[config.mk]
export PLATFORM = sky130hd
export DESIGN_NAME = demux7_deserializer_flat
export DESIGN_NICKNAME = d
export VERILOG_FILES = /design/src/rtl/demux7_deserializer_if.sv /design/src/rtl/demux7_deserializer.sv /design/src/flat_wrapper.sv
export SDC_FILE = /design/constraint.sdc
export NUM_CORES = 1
export LEC_CHECK = 0
export ABC_AREA = 1
export CAP_MARGIN = 20
export CORE_MARGIN = 3
export CORE_UTILIZATION = 35
export CTS_CLUSTER_SIZE = 14
export DETAILED_ROUTE_END_ITERATION = 8
export GPL_TIMING_DRIVEN = 0
export PLACE_DENSITY = 0.59
export SLEW_MARGIN = 20
export SYNTH_ARGS = -nofsm -noshare
export SYNTH_HDL_FRONTEND = slang
export SYNTH_SLANG_ARGS = --single-unit
[constraint.sdc]
create_clock -name Clock -period 1.7 [get_ports Clock]
set_input_delay 0.255 -clock Clock [delete_from_list [all_inputs] [get_ports Clock]]
set_output_delay 0.255 -clock Clock [all_outputs]
set_load 0.05 [all_outputs]
[src/rtl/demux7_deserializer_if.sv]
// Serial-in / parallel-out signal bundle for demux7_deserializer.
// master drives the serial side; slave is the deserializer.
interface demux7_deserializer_if #(
  parameter int unsigned NSLOTS = 7
);
  logic              DataIn;
  logic              InValid;
  logic              Sync;
  logic [NSLOTS-1:0] DemuxOut;
  logic              OutValid;
  logic [2:0]        SlotSel;
  logic              Busy;
  logic              ParityErr;

  modport master (
    output DataIn, InValid, Sync,
    input  DemuxOut, OutValid, SlotSel, Busy, ParityErr
  );

  modport slave (
    input  DataIn, InValid, Sync,
    output DemuxOut, OutValid, SlotSel, Busy, ParityErr
  );
endinterface

[src/rtl/demux7_deserializer.sv]
// Steers one serial bit per valid cycle into slot 0..NSLOTS-1 of a parallel word.
// Optional trailing even-parity bit (slot code 3'b111) enabled by PARITY_CHECK_EN.
module demux7_deserializer #(
  parameter int unsigned NSLOTS = 7
) (
  input logic                  Clock,
  input logic                  Resetn,
  demux7_deserializer_if.slave bus
);

`ifdef PARITY_CHECK_EN
  typedef enum logic [1:0] {IDLE, COLLECT, PARITY} state_t;
`else
  typedef enum logic [1:0] {IDLE, COLLECT} state_t;
`endif

  localparam logic [2:0] SLOT_IDLE = 3'b111;
  localparam logic [2:0] SLOT_LAST = 3'(NSLOTS - 1);

  state_t            state;
  logic [2:0]        slot_sel;
  logic [NSLOTS-1:0] shadow;
  logic [NSLOTS-1:0] merged;
  logic [NSLOTS-1:0] demux_out;
  logic              out_valid;

  // Shadow word with the current bit written into the slot being filled.
  always_comb begin
    merged = shadow;
    for (int unsigned k = 0; k < NSLOTS; k++) begin
      if (slot_sel == 3'(k)) merged[k] = bus.DataIn;
    end
  end

`ifdef PARITY_CHECK_EN
  logic parity_err;
`endif

  always_ff @(posedge Clock or negedge Resetn) begin
    if (!Resetn) begin
      state     <= IDLE;
      slot_sel  <= SLOT_IDLE;
      shadow    <= '0;
      demux_out <= '0;
      out_valid <= 1'b0;
`ifdef PARITY_CHECK_EN
      parity_err <= 1'b0;
`endif
    end else begin
      out_valid <= 1'b0;
      if (bus.InValid) begin
        // Sync restarts from any state; a partial frame is simply dropped.
        if (bus.Sync) begin
          shadow    <= {{(NSLOTS-1){1'b0}}, bus.DataIn};
          slot_sel  <= 3'd1;
          state     <= COLLECT;
        end else begin
          case (state)
            COLLECT: begin
              if (slot_sel == SLOT_LAST) begin
                slot_sel <= SLOT_IDLE;
`ifdef PARITY_CHECK_EN
                shadow   <= merged;
                state    <= PARITY;
`else
                demux_out <= merged;
                out_valid <= 1'b1;
                state     <= IDLE;
`endif
              end else begin
                shadow   <= merged;
                slot_sel <= slot_sel + 3'd1;
              end
            end
`ifdef PARITY_CHECK_EN
            PARITY: begin
              demux_out  <= shadow;
              out_valid  <= 1'b1;
              parity_err <= (^shadow) ^ bus.DataIn;
              state      <= IDLE;
            end
`endif
            default: ;
          endcase
        end
      end
    end
  end

  assign bus.DemuxOut = demux_out;
  assign bus.OutValid = out_valid;
  assign bus.SlotSel  = slot_sel;
  assign bus.Busy     = (state != IDLE);
`ifdef PARITY_CHECK_EN
  assign bus.ParityErr = parity_err;
`else
  assign bus.ParityErr = 1'b0;
`endif

endmodule

[src/flat_wrapper.sv]
// flat-port wrapper written by rule: the top's interface ports become plain ports
module demux7_deserializer_flat 
#(
  parameter int unsigned NSLOTS = 7
)
  (Clock, Resetn, bus_DataIn, bus_InValid, bus_Sync, bus_DemuxOut, bus_OutValid, bus_SlotSel, bus_Busy, bus_ParityErr);
  demux7_deserializer_if #(.NSLOTS(NSLOTS)) bus_i ();
  input logic Clock;
  input logic Resetn;
  input wire logic [$bits(bus_i.DataIn)-1:0] bus_DataIn;
  input wire logic [$bits(bus_i.InValid)-1:0] bus_InValid;
  input wire logic [$bits(bus_i.Sync)-1:0] bus_Sync;
  output wire logic [$bits(bus_i.DemuxOut)-1:0] bus_DemuxOut;
  output wire logic [$bits(bus_i.OutValid)-1:0] bus_OutValid;
  output wire logic [$bits(bus_i.SlotSel)-1:0] bus_SlotSel;
  output wire logic [$bits(bus_i.Busy)-1:0] bus_Busy;
  output wire logic [$bits(bus_i.ParityErr)-1:0] bus_ParityErr;
  assign bus_i.DataIn = bus_DataIn;
  assign bus_i.InValid = bus_InValid;
  assign bus_i.Sync = bus_Sync;
  assign bus_DemuxOut = bus_i.DemuxOut;
  assign bus_OutValid = bus_i.OutValid;
  assign bus_SlotSel = bus_i.SlotSel;
  assign bus_Busy = bus_i.Busy;
  assign bus_ParityErr = bus_i.ParityErr;
  demux7_deserializer #(.NSLOTS(NSLOTS)) u_core (.Clock(Clock), .Resetn(Resetn), .bus(bus_i));
endmodule
==> results_dict.tcl, run 1 <==
set metrics [dict create \
    netlist_area_um2 900 \
    antenna_found_initial 0 \
    crit_buf_inv 1 \
    place_ws_ns 0.0443 \
    ant_nets 0 \
    startpoint_type "register" \
    run_status "finished clean" \
    grt_pass1_vias 704 \
    numClockSinks 18 \
    clk_pin_slew_worst_paths_ns 0.10 \
    die_h_um 56.7 \
    vias 734 \
    io_pins 18 \
    initial_core_util 0.388 \
    port_buffers 16 \
    fp.dieW_um 56.7 \
    syn_inst 109 \
    criticalPathCategory "reg2out" \
    skew_ns 0.00393 \
    worstSkewPairLatency_ns 0.29 \
    routed_wl_mm 1.73 \
    fin_ws_ns 0.0851 \
    stdcell_count 157 \
    viasPerCell 4.68 \
    p_leak_nw 0.631 \
    crit_path_top_delay_cell "dfstp_2" \
    power_density_nw_per_um2 1190 \
    synth-seq-cells 18 \
    grt_pass1_wl_mm 2.99 \
    critical_path.max_fanout 4 \
    placed_cells 153 \
    num_rows 17 \
    nets 140 \
    core_area_um2 2320 \
    hold_buffers 0 \
    syn_avg_cell_area_um2 8.25 \
    grt_usage 0.120 \
    slew_headroom 0.485 \
    syn2layout_area_growth_pct 24.3 \
    endpoint_kind "output port" \
    worstPathArrival_ns 1.36 \
    worst_slew_pin_slew_ns 0.770 \
    grt_max_degree 19 \
    drive_gt1_frac 0.155 \
    place_hpwl_mm 1.32 \
    hp-class "in2async" \
    finalPower_w 0.00134 \
    cts-buffers-inserted 3 \
    fmax_mhz 619 \
    place_congestion 0.738 \
    final.fill_count 227 \
    yosysSeqAreaShare 0.505 \
    crit_chain "clkdlybuf4s15_1" \
    grt_overflow 0 \
    ys_warn_count 0 \
    fin_crit_sh 0.950 \
    dieArea_um2 3210 \
    max_cap_viol_count 0 \
    finalSetupViolCount 0 \
    postCtsSetupBuffers 0 \
    crit_family "flip-flops" \
    yosysUniqueCellTypes 17 \
    antennaDiodeCount 0 \
    cp_slowest_stage_delay_ns 0.57 \
    wire_per_inst_um 11.0 \
    cts_root_buffer "clkbuf_4" \
    vdd.ir_drop.worst_uv 832 \
    syn_nets 119 \
    drc 0 \
    final_hold_viol_count 0 \
    drv_slew 0 \
    required_ns 1.44 \
    clk_path_buf_depth 2 \
    min_period_ns 1.61 \
    setup_tns_ns 0 \
    htree_levels 1 \
    rsz0062_at_grt "false" \
    firstDrtPassIters 4 \
    drt_iter0_drc 19 \
    cts_tree "built" \
]
==> state kept, by name, indices dropped and copies added (netlist names) <==
register             count
u_core.state             1
u_core.bus.OutValid      1
u_core.bus.DemuxOut      7
u_core.bus.SlotSel       3
u_core.shadow            6
==> layer usage <==
| metal | vias up | track usage | wire length, um |
|---|---|---|---|
| li1 | 381 | - | - |
| met1 | 331 | 0.145 | 798 |
| met2 | 20 | 0.195 | 786 |
| met3 | 2 | 0.0529 | 128 |
| met4 | 0 | 0.0305 | 17 |
| met5 | - | 0 | 0 |
==> cells in the final DEF (no fill, tap or decap) <==
master	n
clkdlybuf4s15_1	2
ha_1	5
dlymetal6s2s_1	1
clkbuf_4	3
o21ai_0	9
buf_4	1
nor2_2	1
dlygate4sd2_1	8
nand3_1	3
nand2_4	2
clkbuf_8	1
inv_2	3
dfrtp_1	15
clkinv_4	1
inv_1	4
dfstp_2	3
nor2_1	1
clkbuf_2	1
conb_1	1
nand2_1	53
clkdlybuf4s50_1	4
nand2_2	3
nor2_4	1
o21ai_1	3
==> cells by family after synthesis <==
group / share of synthesized area
AOI/OAI and AO/OA: 0.0668
adders and majority gates: 0.0695
buffers and inverters: 0.0473
DFF: 0.505
other: 0.00417
and+or+nand+nor: 0.307
==> metrics by stage <==
step	hold slack [ns]	utilization	cell area, um^2
after detailed placement	0.466	0.472	1090
after CTS	0.442	0.482	1120
after floorplan	-0.0406	-	900
after global placement	0.463	0.472	1090
final	0.403	0.482	1120
after global routing	0.470	0.482	1120
==> final cells by class <==
cell class	count	area, um^2	area share
buffer	1	7.51	0.00671
clock buffer	4	36.3	0.0324
inverter	8	35.0	0.0313
multi-input combinational	82	403	0.360
sequential	18	454	0.406
tap	28	35.0	0.0313
timing repair buffer	16	148	0.132
==> report_power, final <==
group / switching, W / internal, W
registers: 0.0000504 / 0.000510
logic: 0.000361 / 0.000155
clock network: 0.000130 / 0.000130
==> path summary, 6_finish.rpt <==
kind	from	to	slack (ns)	cells after the start
worst min-delay path	Resetn	u_core.shadow[3]$_DFFE_PN0P_	0.40	1
max in group asynchronous	Resetn	u_core.state[0]$_DFFE_PN0P_	0.81	1
min in group Clock	u_core.bus.DemuxOut[5]$_DFFE_PN0P_	u_core.bus.DemuxOut[5]$_DFFE_PN0P_	0.48	2
worst max register to register	u_core.bus.SlotSel[0]$_DFFE_PN1P_	u_core.bus.DemuxOut[1]$_DFFE_PN0P_	0.22	8
worst min register to register	u_core.bus.DemuxOut[5]$_DFFE_PN0P_	u_core.bus.DemuxOut[5]$_DFFE_PN0P_	0.48	2
worst max-delay path	u_core.bus.SlotSel[0]$_DFFE_PN1P_	bus_SlotSel[0]	0.09	1
==> timing repair <==
action | 4_1_cts | 5_1_grt
endpoints found under the setup margin | 11 | 4
hold endpoints to repair | 0 | 0
resized for setup | 12 | 4
==> Yosys cell counts <==
library cell  instances  area share
buf_4                 1      0.0083
nand3_1               3       0.017
nand2_2               3       0.021
nor2_2                1      0.0070
o21ai_1               3       0.017
o21ai_0               9       0.050
inv_1                 4       0.017
nor2_4                1       0.013
nor2_1                1      0.0042
clkinv_4              1      0.0097
dfstp_2               3       0.088
conb_1                1      0.0042
ha_1                  5       0.070
inv_2                 3       0.013
nand2_1              53        0.22
dfrtp_1              15        0.42
nand2_4               2       0.025
No activity file was read; power rests on OpenSTA's default activity.
==> run 2: changes to the inputs <==
--- a/config.mk
+++ b/config.mk
@@ -12,7 +12,6 @@
 export CTS_CLUSTER_SIZE = 14
 export DETAILED_ROUTE_END_ITERATION = 8
 export GPL_TIMING_DRIVEN = 0
-export PLACE_DENSITY = 0.59
 export SLEW_MARGIN = 20
 export SYNTH_ARGS = -nofsm -noshare
 export SYNTH_HDL_FRONTEND = slang
==> run 2 against run 1 <==
  * Sequential share of layout area is 0.41 points higher
  * Sequential power barely moved
  * Non-clock buffer count unchanged
  * Fmax decreased by 1.9%
  * Largest cell class unchanged
  * Count of clock-buffer cells in the layout is the same
  * Clock skew about the same
  * Wire length is 0.92% lower
  * Clock power fell by 15%
  * Die area stayed put
==> results_dict.tcl, run 2 (synthesized netlist as in run 1, its figures left out) <==
set metrics [dict create \
    cts_tree "built" \
    viasPerCell 4.68 \
    r2r_start "u_core.bus.SlotSel[0]$_DFFE_PN1P_" \
    reg2reg_depth 8 \
    crit_buf_inv 1 \
    drc 0 \
    r2r_end "u_core.bus.DemuxOut[2]$_DFFE_PN0P_" \
    antennaDiodeCount 0 \
    vias 735 \
    grt_max_degree 19 \
    place_hpwl_mm 1.34 \
    max_cap_viol_count 0 \
    skew_ns 0.00438 \
    p_leak_nw 0.625 \
    io_pins 18 \
    ant_nets 0 \
    drv_slew 0 \
    mostFrequentLayoutCell "nand2_1" \
    critical_path_depth 1 \
    syn2layout_area_growth_pct 23.1 \
    initial_core_util 0.388 \
    endpoint_kind "output port" \
    rsz0062_at_grt "false" \
    ctsResizeCount 12 \
    core_area_um2 2320 \
    hold_buffers 0 \
    drive_gt1_frac 0.147 \
    crit_path_top_delay_cell "dfstp_2" \
    finalSetupViolCount 0 \
    place_congestion 0.767 \
    final_cell_mix "nand2_1, dfrtp_1, o21ai_0, dlygate4sd2_1, ha_1" \
    required_ns 1.44 \
    fin_crit_sh 0.968 \
    swShare 0.418 \
    postCtsSetupBuffers 0 \
    finalPower_w 0.00129 \
    die_h_um 56.7 \
    min_period_ns 1.65 \
    pwr-share-comb 0.395 \
    power_density_nw_per_um2 1170 \
    crit_start "u_core.bus.SlotSel[0]$_DFFE_PN1P_" \
    grt_usage 0.120 \
    timing.critical_path.to "bus_SlotSel[0]" \
    p_switching_w 0.000540 \
    p_seq_frac 0.434 \
    drt_iter0_drc 8 \
    vdd.ir_drop.worst_uv 894 \
    clk_path_buf_depth 2 \
    hp-class "in2async" \
    critical_path.max_fanout 4 \
    dieArea_um2 3210 \
    clk_pin_slew_worst_paths_ns 0.10 \
    port_buffers 16 \
    cp_slowest_stage_delay_ns 0.56 \
    wire_per_inst_um 10.9 \
    grt_pass1_wl_mm 3.07 \
    grt_overflow 0 \
    r2r_slack_ns 0.21 \
    crit_chain "dlygate4sd2_1" \
    cts-buffers-inserted 3 \
    nets 140 \
    setup_tns_ns 0 \
    num_rows 17 \
    slew_headroom 0.466 \
    crit_family "flip-flops" \
    grt_pass1_vias 723 \
    cts_root_buffer "clkbuf_4" \
    firstDrtPassIters 4 \
    worst_slew_pin_slew_ns 0.798 \
    worstPathArrival_ns 1.39 \
    largest_reg_flops 7 \
    htree_levels 1 \
    startpoint_type "register" \
    routed_wl_mm 1.71 \
    final.fill_count 237 \
    antenna_found_initial 0 \
    fp.dieW_um 56.7 \
    fmax_mhz 608 \
    worstSkewPairLatency_ns 0.29 \
    final_hold_viol_count 0 \
    p_int_w 0.000751 \
    criticalPathCategory "reg2out" \
    numClockSinks 18 \
    pwr-share-clk 0.171 \
    run_status "finished clean" \
]
-- run 2: power groups by stage --
stage / clock [W] / sequential, W / combinational [W]
after detailed placement: 0 / 0.000570 / 0.000544
after floorplan: 0 / 0.000719 / 0.000226
final: 0.000221 / 0.000560 / 0.000510
after CTS: 0.000230 / 0.000561 / 0.000518
after global placement: 0 / 0.000570 / 0.000536
after global routing: 0.000260 / 0.000572 / 0.000568
-- run 2: cell type report --
class,count,area (um^2),area share
well taps,28,35.0,0.0316
plain buffers,1,7.51,0.00678
inverters,8,35.0,0.0316
repair buffers,16,146,0.132
flip-flops and latches,18,454,0.410
multi-input cells,82,403,0.364
clock buffers,4,26.3,0.0237
-- run 2: routing by layer --
| layer | global-route usage | up-vias | wire [um] |
|---|---|---|---|
| li1 | - | 377 | - |
| met2 | 0.182 | 16 | 775 |
| met3 | 0.0230 | 4 | 78 |
| met4 | 0.0508 | 0 | 27 |
| met1 | 0.164 | 338 | 833 |
| met5 | 0 | - | 0 |
-- run 2: per-stage QoR --
step           std cells  hold slack [ns]  instance area (um^2)  setup WS, ns  utilization
5_1_grt              157            0.473                  1110       0.00298        0.478
6_report             157            0.415                  1110        0.0545        0.478
2_1_floorplan        109          -0.0406                   900        0.0987            -
4_1_cts              157            0.452                  1110        0.0104        0.478
3_5_place_dp         153            0.467                  1090        0.0422        0.472
3_3_place_gp         153            0.462                  1090        0.0337        0.472
-- run 2: worst min-delay path by stage --
stage / slack, ns / start / cells past startpoint / to
detailed placement: 0.47 / u_core.bus.DemuxOut[0]$_DFFE_PN0P_ / 2 / u_core.bus.DemuxOut[0]$_DFFE_PN0P_
global route: 0.47 / Resetn / 1 / u_core.shadow[5]$_DFFE_PN0P_
finish: 0.41 / Resetn / 1 / u_core.shadow[3]$_DFFE_PN0P_
CTS: 0.45 / Resetn / 1 / u_core.bus.DemuxOut[2]$_DFFE_PN0P_
global placement: 0.46 / u_core.bus.DemuxOut[2]$_DFFE_PN0P_ / 2 / u_core.bus.DemuxOut[2]$_DFFE_PN0P_
floorplan: -0.04 / Resetn / 0 / u_core.bus.DemuxOut[0]$_DFFE_PN0P_
